==> src/rtl/vga_timing_gen.sv <==
// VGA raster timing generator: a request stage publishes the pixel coordinate
// and a display stage one pixel later drives syncs, data enable and colour.
module vga_timing_gen #(
    parameter int   H_ACTIVE = 640,
    parameter int   H_FP     = 16,
    parameter int   H_SYNC   = 96,
    parameter int   H_BP     = 48,
    parameter int   V_ACTIVE = 480,
    parameter int   V_FP     = 10,
    parameter int   V_SYNC   = 2,
    parameter int   V_BP     = 33,
    parameter logic SYNC_POL = 1'b0,
    parameter int   CW       = 10,
    parameter int   RGB_W    = 12
) (
    input  logic             sys_clk,
    input  logic             sys_rst_n,
    input  logic             pix_en,
    input  logic [RGB_W-1:0] rgb_in,
    output logic [CW-1:0]    pix_x,
    output logic [CW-1:0]    pix_y,
    output logic             req_de,
    output logic             line_start,
    output logic             frame_start,
    output logic             hsync,
    output logic             vsync,
    output logic             de,
    output logic [RGB_W-1:0] rgb_out
);

    localparam int H_TOTAL  = H_ACTIVE + H_FP + H_SYNC + H_BP;
    localparam int V_TOTAL  = V_ACTIVE + V_FP + V_SYNC + V_BP;
    localparam int HS_START = H_ACTIVE + H_FP;
    localparam int HS_END   = HS_START + H_SYNC;
    localparam int VS_START = V_ACTIVE + V_FP;
    localparam int VS_END   = VS_START + V_SYNC;

    logic [CW-1:0] h_cnt;
    logic [CW-1:0] v_cnt;
    logic [CW-1:0] h_next;
    logic [CW-1:0] v_next;
    logic          hs_act;
    logic          vs_act;

    // Wrap explicitly at the totals so arithmetic never relies on 2^CW rollover.
    always_comb begin
        h_next = h_cnt;
        v_next = v_cnt;
        if (h_cnt == CW'(H_TOTAL - 1)) begin
            h_next = '0;
            if (v_cnt == CW'(V_TOTAL - 1)) begin
                v_next = '0;
            end else begin
                v_next = v_cnt + CW'(1);
            end
        end else begin
            h_next = h_cnt + CW'(1);
        end
    end

    // Sync windows are decoded from the pre-update counts the display stage samples.
    assign hs_act = (h_cnt >= CW'(HS_START)) && (h_cnt < CW'(HS_END));
    assign vs_act = (v_cnt >= CW'(VS_START)) && (v_cnt < CW'(VS_END));

    always_ff @(posedge sys_clk or negedge sys_rst_n) begin
        if (!sys_rst_n) begin
            h_cnt       <= '0;
            v_cnt       <= '0;
            req_de      <= 1'b1;
            line_start  <= 1'b0;
            frame_start <= 1'b0;
            de          <= 1'b0;
            rgb_out     <= '0;
            hsync       <= ~SYNC_POL;
            vsync       <= ~SYNC_POL;
        end else begin
            line_start  <= 1'b0;
            frame_start <= 1'b0;
            if (pix_en) begin
                h_cnt       <= h_next;
                v_cnt       <= v_next;
                req_de      <= (h_next < CW'(H_ACTIVE)) && (v_next < CW'(V_ACTIVE));
                line_start  <= (h_next == '0);
                frame_start <= (h_next == '0) && (v_next == '0);
                de          <= req_de;
                rgb_out     <= req_de ? rgb_in : '0;
                hsync       <= hs_act ? SYNC_POL : ~SYNC_POL;
                vsync       <= vs_act ? SYNC_POL : ~SYNC_POL;
            end
        end
    end

    assign pix_x = h_cnt;
    assign pix_y = v_cnt;

endmodule

==> config.mk <==
export PLATFORM = sky130hd
export DESIGN_NAME = vga_timing_gen
export DESIGN_NICKNAME = d
export VERILOG_FILES = /design/src/rtl/vga_timing_gen.sv
export SDC_FILE = /design/constraint.sdc
export NUM_CORES = 1
export LEC_CHECK = 0
export BUFFER_PORTS_ARGS = -buffer_cell sky130_fd_sc_hd__buf_2
export CORE_MARGIN = 5
export CORE_UTILIZATION = 40
export DETAILED_ROUTE_END_ITERATION = 8
export HOLD_SLACK_MARGIN = 0.1
export PLACE_DENSITY = 0.62
export SLEW_MARGIN = 20
export SYNTH_ARGS = -nofsm -noshare
export SYNTH_HDL_FRONTEND = slang
export SYNTH_SLANG_ARGS = --single-unit
==> constraint.sdc <==
create_clock -name sys_clk -period 2 [get_ports sys_clk]
set_clock_uncertainty 0.05 [all_clocks]
set_input_delay 0.1 -clock sys_clk [delete_from_list [all_inputs] [get_ports sys_clk]]
set_output_delay 0.1 -clock sys_clk [all_outputs]
set_load 0.02 [all_outputs]
==> metrics <==
peak supply drop=approximately 320 uV; clk_lat worst skew=290 ps; all-layer global routing usage=0.171; worst endpoint required time=2180 ps; Root Driver=clkbuf_8; FF+latch count, synth=38; drt pass-1 iters=4; CTS tree=done; count leader, synth=dfrtp_1; antenna violations before repair=0; Post-Syn Area=approximately 2100 um^2; register area=around 960 um^2; Max-Cap Viols=0; fill count=between 400 and 500; Synth top area share=0.408; crit-path max FO=5; FF-to-FF setup slack=-100 ps; failing checks=negative setup slack; Seq/Total Area, Yosys=0.445; global routing usage on met1=0.224; pin count of the biggest net entering global routing=26; Pins Over Slew Limit=0; syn nets=~260; cells after synthesis=roughly 240; Initial DRC Count=75; critical setup path kind=flip-flop to flip-flop; GR Util met3=0.0436; number of synthesis warnings=0; via count=around 2,100; status=finished with violations; RSZ-0062 raised after global routing=yes; Mapped Avg Cell Area=roughly 8.9 um^2; ys async rst share=1.00; Setup TNS=-97.9 ps; footprint of the multi-input gates=1150 um^2; Worst Hold Class=input pin to asynchronous set/reset pin; min cycle time layout=2100 ps; Syn-to-layout area delta=48.0%; fin worst setup slack=-97.9 ps; worst relative slew slack=0.718; EDFF count, synth=0; TritonCTS buffer count=5; cells on worst reg2reg path=6; top_reg_cell synth=dfrtp_1; chip width=83.2 um; Max Fclk=between 400 and 500 MHz; Power Density=769 nW/um^2; top cells by count, synth=dfrtp_1, o21ai_0, nand3_1, inv_1, nand2_1; Initial Util=0.415; row count=26; # setup viols final=1; first-pass GRT wire length=between 9000 and 10,000 um; Die ar.=between 6000 and 7000 um^2; total grt overflow=0; Num Clock Sinks=38; Synth area leader=dfrtp_1; post-route ant nets=0; dpl cell area=2790 um^2; grt met2 use=0.278; WL/cell=~14 um; # port buffers=52; Worst Path Arrival=2280 ps; hpwl dp=approximately 4300 um; worst slew pin tran=approximately 420 ps; hold_ws=roughly 220 ps; Core Footprint=approximately 5200 um^2; Worst-path clk slew=80 ps; Final period util=1.05; I/O pins=53; final hold vios=0; r2r startpoint=pix_y[6]$_DFFE_PN0P_; total power=between 0.002 and 0.0025 W; Setup crit end kind=flip-flop; reg-to-reg critical path endpoint=frame_start$_DFF_PN0_; gpl congestion=between 0.9 and 1; # DRC=0; clock buffer depth=2; drt total wl=5800 um; Worst setup SP type=flip-flop; Distinct cells, synth=43; via density per instance=5.07; share of post-route cells with drive strength above 1=0.415; Leak=about 1.5 nW; layer with the highest usage=met2; vias in the first global route=about 2,100; dominant cells by area after synthesis=dfrtp_1, o21ai_0, nand3_1; H-tree levels=2; cell area after layout=3180 um^2; Diodes inserted=0; die height=approximately 83 um; NumNets Final=~370
per-stage QoR:
step | utilization | cells | setup WS (ps)
5_1_grt | 0.614 | 417 | -183
2_1_floorplan | - | 242 | -96.4
4_1_cts | 0.594 | 414 | -93.6
3_5_place_dp | 0.540 | 392 | -58.4
3_3_place_gp | 0.540 | 392 | -65.1
6_report | 0.614 | 417 | -97.9
report_power, final:
| part | leakage, nW | internal [W] | switching, W | total [W] |
|---|---|---|---|---|
| Clock | 0.0683 | 0.000500 | 0.000289 | 0.000789 |
| Combinational | 0.906 | 0.000299 | 0.000387 | 0.000686 |
| Sequential | 0.476 | 0.000863 | 0.000104 | 0.000968 |
| Total | 1.45 | 0.00166 | 0.000780 | 0.00244 |
how the worst max path moves through the flow:
stage	depth (start not counted)	slack, ps	endpoint	start
4_1_cts	6	-90	frame_start$_DFF_PN0_	pix_y[6]$_DFFE_PN0P_
3_3_place_gp	6	-70	frame_start$_DFF_PN0_	pix_y[6]$_DFFE_PN0P_
2_1_floorplan	7	-100	frame_start$_DFF_PN0_	pix_y[5]$_DFFE_PN0P_
6_report	6	-100	frame_start$_DFF_PN0_	pix_y[6]$_DFFE_PN0P_
3_5_place_dp	8	-60	frame_start$_DFF_PN0_	pix_x[7]$_DFFE_PN0P_
5_1_grt	6	-180	frame_start$_DFF_PN0_	pix_y[6]$_DFFE_PN0P_
timing repair:
action | in CTS | in global routing
hold buffers | 14 | 0
gates resized for setup | 1 | 24
hold endpoints to repair | 51 | 0
setup endpoints to repair | 2 | 10
buffers inserted | 0 | 3
pin swaps | 0 | 4
layer usage:
metal / vias to the layer above / routed length, um
li1: 1060 / -
met2: 53 / 2770
met4: 0 / 85
met1: 990 / 2650
met3: 11 / 304
met5: - / 0
layout by cell type, fill, tap and decap left out, types with 4 or more instances in the layout:
| cell type | instances |
|---|---|
| a21oi_1 | 6 |
| buf_2 | 52 |
| buf_4 | 45 |
| clkbuf_8 | 5 |
| dfrtp_1 | 28 |
| dfrtp_2 | 7 |
| dlygate4sd3_1 | 14 |
| ha_1 | 5 |
| inv_1 | 21 |
| nand2_1 | 16 |
| nand3_1 | 25 |
| nand4_1 | 4 |
| nor2_1 | 10 |
| nor2_2 | 4 |
| nor3_1 | 5 |
| o21ai_0 | 24 |
| o31ai_1 | 5 |
| xnor2_1 | 10 |
logic make-up (layout without fill, tap and decap cells):
| family | after synthesis | count (layout) | share of synthesized area |
|---|---|---|---|
| buffers and inverters | 37 | 142 | 0.0653 |
| adders and majority gates | 6 | 6 | 0.0350 |
| AOI/OAI and AO/OA | 53 | 53 | 0.147 |
| muxes | 4 | 4 | 0.0204 |
| xor gates and xnor gates | 12 | 12 | 0.0490 |
| and+or+nand+nor | 92 | 92 | 0.238 |
| DFF | 38 | 38 | 0.445 |
flip-flops by register name, summed over array words and instances (netlist names):
| register | flops |
|---|---|
| frame_start | 1 |
| line_start | 1 |
| hsync | 1 |
| de | 1 |
| vsync | 1 |
| rgb_out | 12 |
| req_de | 1 |
| pix_y | 10 |
| pix_x | 10 |
critical path, cell delays in order (launching register included):
cell     delay, ps
dfrtp_2        400
or4_4          540
nor4_4         270
nor2_2          70
o31a_1         260
nor4b_2        230
and4b_1        210
final cells by class:
cell class                 instances  share of cell area
clock buffer                       5              0.0217
clock inverter                     3              0.0217
inverter                          21              0.0248
multi-input combinational        167               0.361
sequential                        38               0.303
tap                               70              0.0276
timing repair buffer             113               0.240
Power figures use the tool's default switching activity.
